--- src/rtl/vert_cpld_defs.sv ---
// Shared definitions for the vertical CPLD command path: byte width,
// default channel geometry and the command parser state encoding.
package vert_cpld_defs;

   localparam int BYTE_W     = 8;
   localparam int DEF_NUM_CH = 10;
   localparam int DEF_WORD_W = 32;

   typedef enum logic [1:0] {
      ST_IDLE   = 2'd0,
      ST_PAY    = 2'd1,
      ST_CSUM   = 2'd2,
      ST_COMMIT = 2'd3
   } parse_state_t;

endpackage

--- src/rtl/cmd_slot.sv ---
// One motor channel mailbox: holds the last committed word and its pending
// flag, and tells the parser whether a new word would overwrite an unread one.
module cmd_slot #(
   parameter int WORD_W = 32
) (
   input  logic              CLK_SE_AR,
   input  logic              rst,
   input  logic              load,
   input  logic [WORD_W-1:0] loadWord,
   input  logic              ack,
   output logic [WORD_W-1:0] word,
   output logic              valid,
   output logic              full
);

   // Ack in the same cycle as a load lets the load win, so valid stays set.
   // NOTE: non-blocking assignments in clocked blocks so every register samples pre-edge values.
   always_ff @(posedge CLK_SE_AR or posedge rst) begin
      if (rst) begin
         word  <= '0;
         valid <= 1'b0;
      end else if (load) begin
         word  <= loadWord;
         valid <= 1'b1;
      end else if (ack && valid) begin
         valid <= 1'b0;
      end
   end

   assign full = valid & ~ack;

endmodule

--- src/rtl/uart_cmd_dispatch.sv ---
// UART command-frame parser: {header, WORD_W/8 payload bytes LSB first} to per-channel
// mailboxes. Optional trailing XOR checksum byte when UART_CMD_CSUM_EN is defined.
module uart_cmd_dispatch
   import vert_cpld_defs::*;
#(
   parameter int NUM_CH      = DEF_NUM_CH,
   parameter int CH_W        = 4,
   parameter int WORD_W      = DEF_WORD_W,
   parameter int TIMEOUT_CYC = 2400,
   parameter int CNT_W       = 16
) (
   input  logic                     CLK_SE_AR,
   input  logic                     rst,
   input  logic                     rx_ready,
   input  logic [BYTE_W-1:0]        rx_data,
   output logic [NUM_CH*WORD_W-1:0] cmd_data,
   output logic [NUM_CH-1:0]        cmd_valid,
   input  logic [NUM_CH-1:0]        cmd_ack,
   output logic                     frame_ok,
   output logic                     err_chan,
   output logic                     err_ovr,
   output logic                     err_tmo,
   output logic                     err_csum,
   output logic [CNT_W-1:0]         frame_cnt
);

   localparam int NBYTES = WORD_W / BYTE_W;
   localparam int BC_W   = (NBYTES > 1) ? $clog2(NBYTES) : 1;
   localparam int TMR_W  = $clog2(TIMEOUT_CYC + 1);

   parse_state_t      state, stateNext;
   logic              rxReadyQ, byteStb, inFrame, tmoHit, lastPay;
   logic [CH_W-1:0]   chanQ;
   logic              badQ;
   logic [BC_W-1:0]   byteCnt;
   logic [WORD_W-1:0] shiftWord;
   logic [TMR_W-1:0]  timer;
   logic [NUM_CH-1:0] chanHit, slotFull, slotLoad;
   logic              commitBad, commitOvr, commitOk;
   logic [WORD_W-1:0] slotWord [NUM_CH];

   assign byteStb = rx_ready & ~rxReadyQ;
   assign inFrame = (state == ST_PAY) || (state == ST_CSUM);
   assign tmoHit  = inFrame && (timer == TMR_W'(TIMEOUT_CYC - 1));
   assign lastPay = (byteCnt == BC_W'(NBYTES - 1));

`ifdef UART_CMD_CSUM_EN
   logic [BYTE_W-1:0] csumQ;
   logic              csumBad;
   assign csumBad = (state == ST_CSUM) && byteStb && !tmoHit && (rx_data != csumQ);
`else
   assign err_csum = 1'b0;
`endif

   always_ff @(posedge CLK_SE_AR or posedge rst) begin
      if (rst) state <= ST_IDLE;
      else     state <= stateNext;
   end

   // NOTE: default assigned first so no path through the case can infer a latch.
   always_comb begin
      stateNext = state;
      case (state)
         ST_IDLE: if (byteStb) stateNext = ST_PAY;
         ST_PAY: begin
            if (tmoHit) stateNext = ST_IDLE;
            else if (byteStb && lastPay) begin
`ifdef UART_CMD_CSUM_EN
               stateNext = ST_CSUM;
`else
               stateNext = ST_COMMIT;
`endif
            end
         end
`ifdef UART_CMD_CSUM_EN
         ST_CSUM: begin
            if (tmoHit) stateNext = ST_IDLE;
            else if (byteStb) stateNext = (rx_data == csumQ) ? ST_COMMIT : ST_IDLE;
         end
`endif
         ST_COMMIT: stateNext = ST_IDLE;
         default:   stateNext = ST_IDLE;
      endcase
   end

   assign commitBad = (state == ST_COMMIT) && badQ;
   assign commitOvr = (state == ST_COMMIT) && !badQ && |(chanHit & slotFull);
   assign commitOk  = (state == ST_COMMIT) && !badQ && !(|(chanHit & slotFull));

   // NOTE: rxReadyQ resets to 1 so a level already high when reset drops is not taken as a byte.
   always_ff @(posedge CLK_SE_AR or posedge rst) begin
      if (rst) begin
         rxReadyQ  <= 1'b1;
         chanQ     <= '0;
         badQ      <= 1'b0;
         byteCnt   <= '0;
         shiftWord <= '0;
         timer     <= '0;
         frame_ok  <= 1'b0;
         err_chan  <= 1'b0;
         err_ovr   <= 1'b0;
         err_tmo   <= 1'b0;
         frame_cnt <= '0;
`ifdef UART_CMD_CSUM_EN
         csumQ     <= '0;
         err_csum  <= 1'b0;
`endif
      end else begin
         rxReadyQ <= rx_ready;
         timer    <= (inFrame && !byteStb && !tmoHit) ? timer + 1'b1 : '0;
         if (state == ST_IDLE && byteStb) begin
            chanQ   <= rx_data[CH_W-1:0];
            badQ    <= (rx_data >= BYTE_W'(NUM_CH));
            byteCnt <= '0;
`ifdef UART_CMD_CSUM_EN
            csumQ   <= rx_data;
`endif
         end
         // A strobe coinciding with the timeout is dropped with the partial frame.
         if (state == ST_PAY && byteStb && !tmoHit) begin
            shiftWord <= (shiftWord >> BYTE_W) | (WORD_W'(rx_data) << (WORD_W - BYTE_W));
            byteCnt   <= byteCnt + 1'b1;
`ifdef UART_CMD_CSUM_EN
            csumQ     <= csumQ ^ rx_data;
`endif
         end
         frame_ok <= commitOk;
         err_chan <= commitBad;
         err_ovr  <= commitOvr;
         err_tmo  <= tmoHit;
`ifdef UART_CMD_CSUM_EN
         err_csum <= csumBad;
`endif
         if (commitOk) frame_cnt <= frame_cnt + 1'b1;
      end
   end

   for (genvar i = 0; i < NUM_CH; i++) begin : gSlot
      assign chanHit[i]  = (chanQ == CH_W'(i));
      assign slotLoad[i] = commitOk & chanHit[i];
      assign cmd_data[i*WORD_W +: WORD_W] = slotWord[i];

      cmd_slot #(.WORD_W(WORD_W)) uSlot (
         .CLK_SE_AR (CLK_SE_AR),
         .rst       (rst),
         .load      (slotLoad[i]),
         .loadWord  (shiftWord),
         .ack       (cmd_ack[i]),
         .word      (slotWord[i]),
         .valid     (cmd_valid[i]),
         .full      (slotFull[i])
      );
   end

endmodule

--- config.mk ---
export PLATFORM = sky130hd
export DESIGN_NAME = uart_cmd_dispatch
export DESIGN_NICKNAME = d
export VERILOG_FILES = /design/src/rtl/vert_cpld_defs.sv /design/src/rtl/cmd_slot.sv /design/src/rtl/uart_cmd_dispatch.sv
export SDC_FILE = /design/constraint.sdc
export NUM_CORES = 1
export LEC_CHECK = 0
export BUFFER_PORTS_ARGS = -buffer_cell sky130_fd_sc_hd__clkbuf_2
export CAP_MARGIN = 0
export CORE_MARGIN = 1
export CORE_UTILIZATION = 50
export CTS_BUF_LIST = sky130_fd_sc_hd__clkbuf_4 sky130_fd_sc_hd__clkbuf_8
export CTS_CLUSTER_SIZE = 8
export DETAILED_ROUTE_END_ITERATION = 12
export PLACE_DENSITY = 0.74
export SYNTH_ARGS = -nofsm -noshare
export SYNTH_HDL_FRONTEND = slang
export SYNTH_SLANG_ARGS = --single-unit
--- constraint.sdc ---
create_clock -name CLK_SE_AR -period 17 [get_ports CLK_SE_AR]
set_input_delay 2.55 -clock CLK_SE_AR [delete_from_list [all_inputs] [get_ports CLK_SE_AR]]
set_output_delay 2.55 -clock CLK_SE_AR [all_outputs]
set_load 0.1 [all_outputs]
==> results.toml <==
[run_status]
outcome = "finished, final reports clean"

[yosys]
synth_xor_area_share_pct = 1.38
yosys.area_share.simple_pct = 6.39
yosysTopAreaCell = "dfrtp_1"
synth_most_common_cell = "dfrtp_1"
synth-seq-cells = 404
synth-edff-count = 0
synth_compound_area_share_pct = 1.15
yosysSeqAreaShare_pct = 63.7
yosysTopAreaCellShare_pct = 63.6
synth_mux_area_share_pct = 23.8
synth_flop_cell = "dfrtp_1"
netlist_area_mm2 = 0.0159
syn_nets = 1131
synth_top_family_by_area = "multiplexers"
synthTopCellsByArea = "dfrtp_1 64%, mux2_2 21%, mux2_4 2.7%, nand2_1 2.7%, clkbuf_1 1.4%"
yosys_warnings = 0
yosys.area_share.adder_pct = 0.473
synth_cell_types = 49
synthArstFlopShare_pct = 100
synthTopCellsByCount = "403 x dfrtp_1, 295 x mux2_2, 113 x nand2_1"
netlist_instances = 1104
syn_area_per_cell_um2 = 14.4

[timing]
setup_violations = 0
final_max_slew_viol_count = 0
fin_crit_ps = 4840
fin_skew_ps = 34.6
worst_pin_slew_ps = 1170
rsz0062_at_grt = "no"
finalCritPeriodShare_pct = 28.5
setup_tns_ps = 0
relSlewSlack_pct = 22.2
hold_violations = 0
max_freq_mhz = 207
fin_ws_ps = 12160

[clock_tree]
cts_sinks = 404
clkTransAtPathRegs_ps = 60
clk_path_buf_depth = 3
postCtsSetupRepairBufs = 0
numCtsBuffers = 69
post_cts_resized = 0
htreeDepth = 3
clk_latency_ps = 570
hold_buffers = 0
cts_tree = "done"
cts-root-buf = "clkbuf_8"

[critical_path]
cp_top_family = "compound AO/OA/AOI/OAI gates"
reg2reg_from = "chanQ[1]"
cp_num_buf_inv = 1
critical_path.max_fanout = 33
arrival_ps = 5290
crit_required_ps = 17450
cp-start-kind = "input port"
critPathMaxStageDelay_ps = 1020
cp_slowest_cell = "or4_2"
reg2reg_to = "gSlot[2].uSlot.word[29]"
crit_path_end_kind = "flop"
criticalPathCategory = "in -> reg"
path_cells = "clkbuf_2 -> o31a_1 -> o41ai_4 -> or4_2 -> mux2_2"
r2r_slack_ps = 13510
reg2regPathDepth = 4

[power_and_ir_drop]
p_per_area_mw_per_mm2 = 128
vdd_drop_max_mv = 0.0788
leakage_nw = 10.9
total_power_mw = 2.49

[cells_and_area]
multi_input_area_mm2 = 0.00528
stdcell_area_mm2 = 0.0194
drive_gt1_share_pct = 55.2
ff_latch_area_mm2 = 0.0101
nFillCells = 2420
syn2layout_area_growth_pct = 22.3
final_core_util_pct = 62.7
nets = 1498

[global_route]
grt_remaining_overflow = 0
grt_pass1_wl_um = 65200
grt_max_degree = 185
gr-usage-all-layers_pct = 26.3
first_global_vias = 10700
antenna_found_initial = 2

[min_path]
worstHoldPathCells = 1
worst_hold_startpoint = "gSlot[0].uSlot.word[3]"
hold_path_end = "gSlot[0].uSlot.word[3]"
worst_hold_path_type = "reg -> reg"

[route]
drc = 0
highest_layer = "met5"
num_vias = 10300
wl_met3_um = 3280
drtIter0Drc = 520
wl_per_cell_um = 22.1
wl_met1_um = 17900
drtPass1Iterations = 4
routed_wl_um = 42300
viasPerCell = 5.38
wl_met2_um = 19900
final_antenna_net_count = 0

[floorplan]
pin_count = 372
core_mm2 = 0.0309
start_util_pct = 51.3
fp.dieW_um = 180
dieArea_mm2 = 0.0324
dieHeight_um = 180
rows = 64

[placed_design]
place_area_mm2 = 0.0179
portBuffers = 370
dp_hpwl_um = 27700
globalplace.congestion = 0.824
dp_worst_setup_slack_ps = 11640

[job]
cap_violations = 0
-- stage by stage --
step / hold WS, ps / instances
after CTS: 492 / 1915
after detailed placement: 480 / 1796
final: 490 / 1916
after global placement: 469 / 1796
after floorplan: 447 / 1104
after global routing: 506 / 1915
-- worst reg2reg max path, stage by stage (launching register included) --
cell and delay [ps]:
dfrtp_1 700, inv_1 230, o41ai_4 960, or4_2 1020, mux2_2 490
-- cell type report --
class | count | area share (%)
Antenna cell | 1 | 0.0129
Clock buffer | 111 | 7.04
Clock inverter | 8 | 0.426
Inverter | 18 | 0.387
Multi-Input combinational cell | 593 | 27.2
Sequential cell | 404 | 52.1
Tap cell | 396 | 2.56
Timing Repair Buffer | 385 | 10.2
-- report_power, final --
part           internal [mW]  switching, mW  total [mW]
Sequential              1.03          0.218        1.25
Combinational         0.0785          0.259       0.337
Clock                  0.523          0.382       0.905
Total                   1.63          0.858        2.49
-- how the worst max path moves through the flow --
stage,from,end,slack (ps),cells after the start
after floorplan,rst,badQ,3210,1
after global placement,cmd_ack[2],gSlot[2].uSlot.word[29],11700,5
after detailed placement,cmd_ack[2],gSlot[2].uSlot.word[29],11640,5
after CTS,cmd_ack[2],gSlot[2].uSlot.word[31],12240,5
after global routing,cmd_ack[2],gSlot[2].uSlot.word[29],12120,5
final,cmd_ack[2],gSlot[2].uSlot.word[29],12160,5
-- layer usage --
layer | vias to the layer above | GRT usage [%]
met1 | 5298 | 34.1
met4 | 2 | 8.82
li1 | 4516 | -
met5 | - | 0
met3 | 82 | 8.39
met2 | 403 | 42.2
-- placed cells by master (no fill, tap or decap), types with 5 or more instances in the layout --
cell type and count:
and3_1 5, buf_4 14, clkbuf_2 370, clkbuf_4 26, clkbuf_8 85, dfrtp_1 403
ha_1 6, inv_1 17, mux2_2 295, mux2_4 29, nand2_1 113, nand2b_1 7
nand3_1 12, nand4_1 10, nor2_1 20, nor3_1 6, nor4_1 11, o21ai_0 7
xnor2_1 7, xor2_1 18
-- logic make-up after synthesis --
logic type,after synthesis
buffers and inverters,107
XOR/XNOR,25
adder cells (fa/ha/maj),6
multiplexers,325
flip-flops,404
AO/OA/AOI/OAI,24
other,1
AND/OR/NAND/NOR,212
-- registers in the layout, summed over array words and instances, names as in the netlist, 2 cells and up --
signal,count
byteCnt,2
chanQ,4
frame_cnt,16
gSlot.uSlot.valid,10
gSlot.uSlot.word,320
shiftWord,32
state,2
timer,12
Note: power is estimated with default switching activity, not from simulation.
